==> config.mk <==
export PLATFORM = sky130hd
export DESIGN_NAME = nand_share_arb
export DESIGN_NICKNAME = d
export VERILOG_FILES = /design/src/rtl/nand_share_arb_pkg.sv /design/src/rtl/ic_7400.sv /design/src/rtl/nand_share_arb.sv
export SDC_FILE = /design/constraint.sdc
export NUM_CORES = 1
export LEC_CHECK = 0
export ABC_CLOCK_PERIOD_IN_PS = 1400
export BUFFER_PORTS_ARGS = -buffer_cell sky130_fd_sc_hd__buf_2
export CORE_UTILIZATION = 30
export CTS_BUF_LIST = sky130_fd_sc_hd__clkbuf_8
export CTS_CLUSTER_DIAMETER = 120
export DETAILED_ROUTE_END_ITERATION = 12
export PLACE_DENSITY = 0.52
export SLEW_MARGIN = 25
export SYNTH_ARGS = -nofsm -noshare
export SYNTH_HDL_FRONTEND = slang
export SYNTH_HIERARCHICAL = 1
export SYNTH_SLANG_ARGS = --single-unit
export TNS_END_PERCENT = 10
==> constraint.sdc <==
create_clock -name clk -period 1.4 [get_ports clk]
set_input_delay 0.28 -clock clk [delete_from_list [all_inputs] [get_ports clk]]
set_output_delay 0.28 -clock clk [all_outputs]
set_load 0.02 [all_outputs]
==> src/rtl/nand_share_arb_pkg.sv <==
// Shared definitions for the NAND-sharing arbiter: FSM encoding and sizing helper.
package nand_share_arb_pkg;

    typedef enum logic [1:0] {
        IDLE = 2'd0,
        EVAL = 2'd1,
        RESP = 2'd2
    } state_t;

    // Index width needed to address n items (never less than one bit).
    function automatic int unsigned clog2(input int unsigned n);
        int unsigned w;
        w = 1;
        while ((32'd1 << w) < n) begin
            w = w + 1;
        end
        return w;
    endfunction

endpackage

==> src/rtl/ic_7400.sv <==
// One gate of a 7400 quad 2-input NAND; the only NAND in the arbiter.
module ic_7400 (
    input  logic a,
    input  logic b,
    output logic y
);

    assign y = ~(a & b);

endmodule

==> src/rtl/nand_share_arb.sv <==
// Round-robin arbiter letting NREQ requesters time-share a single NAND gate.
module nand_share_arb
    import nand_share_arb_pkg::*;
#(
    parameter int unsigned NREQ = 4,
    parameter int unsigned CNTW = 16
) (
    input  logic                     clk,
    input  logic                     rst_n,
    input  logic [NREQ-1:0]          req,
    input  logic [NREQ-1:0]          a,
    input  logic [NREQ-1:0]          b,
    output logic [NREQ-1:0]          ack,
    output logic                     y,
    output logic [clog2(NREQ)-1:0]   gnt_id,
    output logic                     busy,
    output logic [CNTW-1:0]          op_cnt
);

    localparam int unsigned IDW = clog2(NREQ);

    state_t              state_q;
    state_t              state_d;
    logic [IDW-1:0]      ptr_q;
    logic [IDW-1:0]      ptr_d;
    logic                op_a_q;
    logic                op_a_d;
    logic                op_b_q;
    logic                op_b_d;
    logic [IDW-1:0]      gnt_d;
    logic [NREQ-1:0]     ack_d;
    logic                y_d;
    logic                busy_d;
    logic [CNTW-1:0]     cnt_d;
    logic                nand_y;
    logic                pick_found;
    logic [IDW-1:0]      pick_idx;

    // First set request at or after p, ascending with wrap; returns {found, index}.
    function automatic logic [IDW:0] rr_pick(input logic [NREQ-1:0] r,
                                             input logic [IDW-1:0]  p);
        logic [31:0]    sum;
        logic [IDW-1:0] ix;
        logic           found;
        logic [IDW-1:0] win;
        found = 1'b0;
        win   = '0;
        // Walk from the far end back toward p so the nearest hit is written last.
        for (int k = int'(NREQ) - 1; k >= 0; k--) begin
            sum = (32'(p) + 32'(k)) % NREQ;
            ix  = IDW'(sum);
            if (r[ix]) begin
                found = 1'b1;
                win   = ix;
            end
        end
        return {found, win};
    endfunction

    // Shared gate evaluates only the latched operands.
    ic_7400 u_gate (
        .a (op_a_q),
        .b (op_b_q),
        .y (nand_y)
    );

    // Next-state, datapath and output decode.
    always_comb begin
        state_d = state_q;
        ptr_d   = ptr_q;
        op_a_d  = op_a_q;
        op_b_d  = op_b_q;
        gnt_d   = gnt_id;
        ack_d   = '0;
        y_d     = y;
        cnt_d   = op_cnt;
        {pick_found, pick_idx} = rr_pick(req, ptr_q);

        case (state_q)
            IDLE: begin
                if (pick_found) begin
                    op_a_d  = a[pick_idx];
                    op_b_d  = b[pick_idx];
                    gnt_d   = pick_idx;
                    ptr_d   = (pick_idx == IDW'(NREQ - 1)) ? '0 : pick_idx + 1'b1;
                    state_d = EVAL;
                end
            end
            EVAL: begin
                y_d     = nand_y;
                ack_d   = NREQ'(1) << gnt_id;
                cnt_d   = op_cnt + 1'b1;
                state_d = RESP;
            end
            RESP: begin
                state_d = IDLE;
            end
            default: begin
                state_d = IDLE;
            end
        endcase

        busy_d = (state_d != IDLE);
    end

    // State and registered outputs; reset also aborts any in-flight operation.
    always_ff @(posedge clk) begin
        if (!rst_n) begin
            state_q <= IDLE;
            ptr_q   <= '0;
            op_a_q  <= 1'b0;
            op_b_q  <= 1'b0;
            gnt_id  <= '0;
            ack     <= '0;
            y       <= 1'b1;
            busy    <= 1'b0;
            op_cnt  <= '0;
        end else begin
            state_q <= state_d;
            ptr_q   <= ptr_d;
            op_a_q  <= op_a_d;
            op_b_q  <= op_b_d;
            gnt_id  <= gnt_d;
            ack     <= ack_d;
            y       <= y_d;
            busy    <= busy_d;
            op_cnt  <= cnt_d;
        end
    end

endmodule

==> results of run 1 <==
routing by layer:
metal	vias to the layer above	global-route usage [%]	share of wire, %
li1	600	-	-
met1	537	15.21	44
met2	37	22.22	49
met3	2	4.094	6.1
met4	0	5.442	0.57
met5	-	0	0
registers in the layout, indices dropped and copies added (netlist names):
signal / cells
y: 1
op_cnt: 16
ptr_q: 2
op_b_q: 1
busy: 1
state_q: 2
op_a_q: 1
ack: 4
gnt_id: 2
placed cells by master, fill, tap and decap left out, types with 3 or more instances in the layout:
master    synthesis  final
nor2_1            3      3
clkbuf_8          0      6
xor2_1            6      5
nand3_1           6      4
nand4_1           3      3
buf_4             0     17
and2_1           13     12
dfxtp_4           0      3
mux2i_1           6      6
nor2b_1           5      5
inv_1             6      6
nand2_1          17     17
dfxtp_2           0     10
buf_2             0     37
o221ai_1          3      3
xnor2_1           8      8
a21boi_1          4      4
dfxtp_1          30     17
worst register-to-register path, stage by stage, from the launching register on:
cell      delay, ps
dfxtp_4         370
ha_4            130
nand4b_1        180
nor3_4          290
nand4_1         140
xor2_1          160
nor2b_1         100
repair_timing:
action / 4_1_cts / 5_1_grt
endpoints found under the setup margin: 12 / 13
gates resized for setup: 4 / 9
buffers inserted: 0 / 2
pin swaps: 1 / 11
layout make-up:
type,count,share of cell area [%]
multi-input combinational,102,40.16
tap,52,3.390
clock inverter,1,1.565
clock buffer,6,4.302
sequential,30,32.53
inverter,6,1.173
timing repair buffer,55,16.88
report_power, final:
part	internal, mW	switching [mW]
sequential	0.903	0.0413
clock	0.568	0.297
combinational	0.165	0.167
total	1.64	0.506
per-stage QoR:
stage,instance area (um2),instances,setup slack [ps]
after floorplan,1376,141,-1.692
after global placement,1735,243,-61.11
after detailed placement,1735,243,-77.76
after CTS,1868,250,-63.33
after global routing,1919,252,-120.1
final,1919,252,-39.71
final timing paths:
kind             start    endpoint  slack, ps  depth (start not counted)
max          op_cnt[0]  op_cnt[10]        -40                          6
min               a[1]      op_a_q        330                          3
max reg2reg  op_cnt[0]  op_cnt[10]        -40                          6
min reg2reg          y           y        470                          2
cell usage after synthesis, drive strengths merged:
cell	n
and3	2
nand4b	1
a21boi	4
o221ai	3
mux2i	6
ha	2
nor2	3
nor3b	1
xor2	6
inv	6
and4	2
a221o	1
nand4	3
o21ai	2
nor2b	5
nand2	17
nor4	1
o31ai	1
or3	2
nor3	1
a21oi	4
nand2b	3
xnor2	8
clkbuf	3
a311o	1
and2b	1
a311oi	1
dfxtp	30
nand3	6
or2	2
and2	13
logic make-up (layout without fill, tap and decap cells):
kind of cell / after synthesis / count (layout) / share of synthesized area [%]
AO/OA/AOI/OAI: 17 / 17 / 10.09
XOR/XNOR: 14 / 14 / 9.074
adder cells (fa/ha/maj): 2 / 2 / 1.852
buffers and inverters: 9 / 68 / 2.500
flip-flops: 30 / 30 / 44.44
multiplexers: 6 / 6 / 4.445
AND/OR/NAND/NOR: 63 / 63 / 27.59
==> reports/results.ini, run 1 <==
[synthesis]
avgSynthCellArea_um2 = 9.584
yosysTopAreaCell = dfxtp_1
ys_seq_area_share_pct = 44.44
syn_nets = 157
yosys_warnings = 6
ys_ff_latch = 30
netlist_area_um2 = 1351
yosysTopAreaCellShare_pct = 44.44
ys_types = 34
syn_inst = 141
yosys-top-cells-area = dfxtp_1 44%, and2_1 6.0%, xnor2_1 5.2%

[critical_path]
path_buf_inv = 0
cp-start-kind = register
crit_path_end_kind = register
cp_max_fo = 4
cpLargestDelayFamily = simple AND/OR/NAND/NOR gates
cp_data_arrival_time_ps = 1650
slowest_stage = dfxtp_4
required_ps = 1610
cp_cell_sequence = ha_4, nand4b_1, nor3_4, nand4_1, xor2_1, nor2b_1
critPathKind = register to register
cp_slowest_stage_delay_ps = 370

[timing]
finalMaxSlewViolations = 0
layout_setup_ws_ps = -39.71
maxSlewHeadroom_pct = 76.49
fin_setup_tns_ps = -91.60
tightest_slew_ps = 350.0
finalHoldViolations = 0
final-setup-viol-count = 5
rsz0062_at_grt = true
hold_ws_ps = 325.6
layout_worst_path_cycle_share_pct = 102.8
fmax_ghz = 0.6946
period_minus_slack_ps = 1440
final.setup_skew_ps = 3.131

[final_layout]
antenna_cells = 0
syn2layout_area_growth_pct = 42.04
nets = 216
layout.area.seq_um2 = 624.3
num-fill-cells = 431
final_util_pct = 44.08
multi_input_area_um2 = 770.7
drive_gt1_share_pct = 43.50

[place]
place_congestion = 0.7208
dp_hpwl_mm = 2.245
port_buffers = 37

[global_route]
grt_max_degree = 16
global_route.overflow_total = 0
grt_pass1_vias = 1141
grt_usage_pct = 13.12
antenna_found_initial = 0
grt_pass1_wl_mm = 4.981

[drt]
drc = 0
dr.first_iter.drc_count = 27
routed_wirelength_mm = 2.961
viasPerCell = 4.667
wire_per_inst_um = 11.75
via_count = 1176
ant_nets = 0
first_pass_iters = 4

[die]
rows = 24
die_width_um = 69.12
dieHeight_um = 69.12
io_pins = 38
initial_core_util_pct = 31.03
core-area_um2 = 4354
dieArea_um2 = 4777

[pwr]
power_density_nw_per_um2 = 1116
peakVddDrop_mv = 0.6899
total_power_mw = 2.142
leakage_nw = 0.8761

[outcome]
status = complete, but fails checks
violations = negative setup slack

[clock_tree]
cts_sinks = 30
clk_latency_ps = 270
cts_tree = built
cts_buffers = 5
cts_hold_buf = 0
cts_max_path_buffers = 2
root_buffer = clkbuf_8
htree_levels = 2
clk_pin_slew_worst_paths_ps = 60

[hold_path]
hold_class = input pin to register

[job]
max_cap_viol_count = 0

Power figures use the tool's default switching activity.
==> run 2: changes to the inputs <==
Settings changed: CORE_MARGIN from default to 2, CORE_UTILIZATION 30 to 45, PLACE_DENSITY 0.52 to 0.72.
==> reports/results.ini, run 2 (synthesis gave the netlist of run 1 again) <==
[final_layout]
design_area_um2 = 1843  ; -4.0%
num-fill-cells = 231  ; -46%
final_common_cell = buf_2
regMostFlops = op_cnt
instances_no_fill = 226  ; -10%
most-common-layout-cells = 37 x buf_2, 19 x dfxtp_1, 17 x nand2_1
antenna_cells = 0  ; unchanged
nets = 211  ; -2.3%
top_regs = op_cnt: 16 flops, ack: 4 flops
drive_gt1_share_pct = 42.05  ; -1.4 points
largest_reg_flops = 16  ; unchanged
multi_input_area_um2 = 787.0  ; +2.1%
layout.area.seq_um2 = 621.8  ; -0.40%
syn2layout_area_growth_pct = 36.39

[global_route]
global_route.overflow_total = 0  ; unchanged
antenna_found_initial = 0  ; unchanged
grt_usage_pct = 18.25  ; +5.1 points
grt_max_degree = 15  ; -1
grt_pass1_vias = 1119  ; -1.9%
grt_pass1_wl_mm = 4.685  ; -5.9%

[place]
dpl_worst_slack_ps = -95.86  ; -18.10 ps
port_buffers = 37  ; unchanged
place_congestion = 0.7385  ; +2.5%
dpl.cell_count = 219  ; -9.9%
place_area_um2 = 1687  ; -2.8%
dp_hpwl_mm = 2.147  ; -4.4%

[pwr]
power.net_switching_mw = 0.5050  ; -0.19%
peakVddDrop_mv = 0.7336  ; +6.3%
power_density_nw_per_um2 = 1059  ; -5.2%
combPwrFrac_pct = 17.0  ; +1.5 points
total_power_mw = 1.951  ; -8.9%
switching_share_pct = 25.89  ; +2.3 points
p_int_mw = 1.446  ; -12%
p_clk_share_pct = 34.3  ; -6.1 points
leakage_nw = 0.8389  ; -4.3%
p_seq_share_pct = 48.7  ; +4.6 points

[die]
initial_core_util_pct = 48.17  ; +17 points
core-area_um2 = 2805  ; -36%
dieHeight_um = 58.80  ; -15%
rows = 19  ; -21%
die_width_um = 58.80  ; -15%
dieArea_um2 = 3457  ; -28%
io_pins = 38  ; unchanged

[outcome]
violations = design-rule violations, negative setup slack
status = complete, but fails checks

[timing]
hold_ws_ps = 316.6  ; -9.021 ps
maxSlewHeadroom_pct = 76.19  ; -0.30 points
layout_worst_path_cycle_share_pct = 104.2  ; +1.3 points
rsz0062_at_grt = true
finalMaxSlewViolations = 0  ; unchanged
layout_setup_ws_ps = -58.55  ; -18.85 ps
finalHoldViolations = 0  ; unchanged
tightest_slew_ps = 354.5  ; +4.501 ps
fmax_ghz = 0.6856  ; -1.3%
final.setup_skew_ps = 8.147  ; +5.016 ps
period_minus_slack_ps = 1459  ; +18.85 ps
final-setup-viol-count = 9  ; +4

[critical_path]
cp-start-kind = register
r2r_slack_ps = -60  ; -20 ps
crit_path_end_kind = register
required_ps = 1570  ; -40 ps
cp_data_arrival_time_ps = 1620  ; -30 ps
cp_max_fo = 4  ; unchanged
critPathKind = register to register

[hold_path]
hold_class = input pin to register

[clock_tree]
cts_sinks = 30  ; unchanged
cts_buffers = 5  ; unchanged
cts_tree = built
cts_max_path_buffers = 2  ; unchanged
clk_latency_ps = 280  ; about the same
root_buffer = clkbuf_8
htree_levels = 2  ; unchanged
clk_pin_slew_worst_paths_ps = 60  ; about the same

[drt]
drc = 2  ; +2
routed_wirelength_mm = 2.915  ; -1.6%
first_pass_iters = 10  ; +6
ant_nets = 0  ; unchanged
viasPerCell = 5.204  ; +12%
dr.first_iter.drc_count = 30  ; +11%
via_count = 1176  ; unchanged
wire_per_inst_um = 12.90  ; +9.8%

[job]
max_cap_viol_count = 0  ; unchanged

[run 2: cell count changes in the layout (fill, tap and decap cells not counted), sizes merged]
cell / change
inv: +1
buf: -5
bufinv: -1
[run 2: power by group through the flow]
stage	sequential [mW]	combinational, mW	clock (mW)
floorplan	0.979	0.170	0
CTS	0.946	0.331	0.682
global route	0.955	0.364	0.713
detailed placement	0.958	0.311	0
global placement	0.955	0.302	0
finish	0.950	0.332	0.669
[run 2: final cells by class]
class | count | area share (%)
Clock buffer | 6 | 4.481
Clock inverter | 1 | 0.2037
Inverter | 6 | 1.222
Multi-Input combinational cell | 102 | 42.70
Sequential cell | 30 | 33.74
Tap cell | 31 | 2.105
Timing Repair Buffer | 50 | 15.55
[run 2: path summary, 6_finish.rpt]
check	from	cells past startpoint	end
setup / recovery	op_cnt[0]	6	op_cnt[10]
hold / removal	a[1]	3	op_a_q
setup reg to reg	op_cnt[0]	6	op_cnt[10]
hold reg to reg	gnt_id[1]	1	ack[1]
[run 2: metrics by stage]
step | TNS (ps) | utilization [%]
after global routing | -1334 | 65.70
after floorplan | -1.692 | -
after global placement | -103.0 | 60.12
final | -206.0 | 65.70
after CTS | -292.2 | 64.67
after detailed placement | -528.6 | 60.12
[run 2: critical path, stage by stage, from the launching register on]
cell	delay, ps
dfxtp_4	390
ha_4	140
nand4b_1	180
nor3_4	260
nand4_1	150
xor2_1	170
nor2b_1	60
[run 2: repair_timing]
| action | CTS | global route |
|---|---|---|
| setup buffers | 0 | 0 |
| hold buffers | 0 | 0 |
| setup endpoints to repair | 13 | 16 |
| resized for setup | 8 | 6 |
| pin swaps | 3 | 6 |
[run 2: routing by layer]
layer	up-vias	routed length, um	track usage, %
met4	0	78	9.416
met5	-	0	0
met2	41	1466	31.43
met1	536	1197	20.14
met3	10	172	5.495
li1	589	-	-
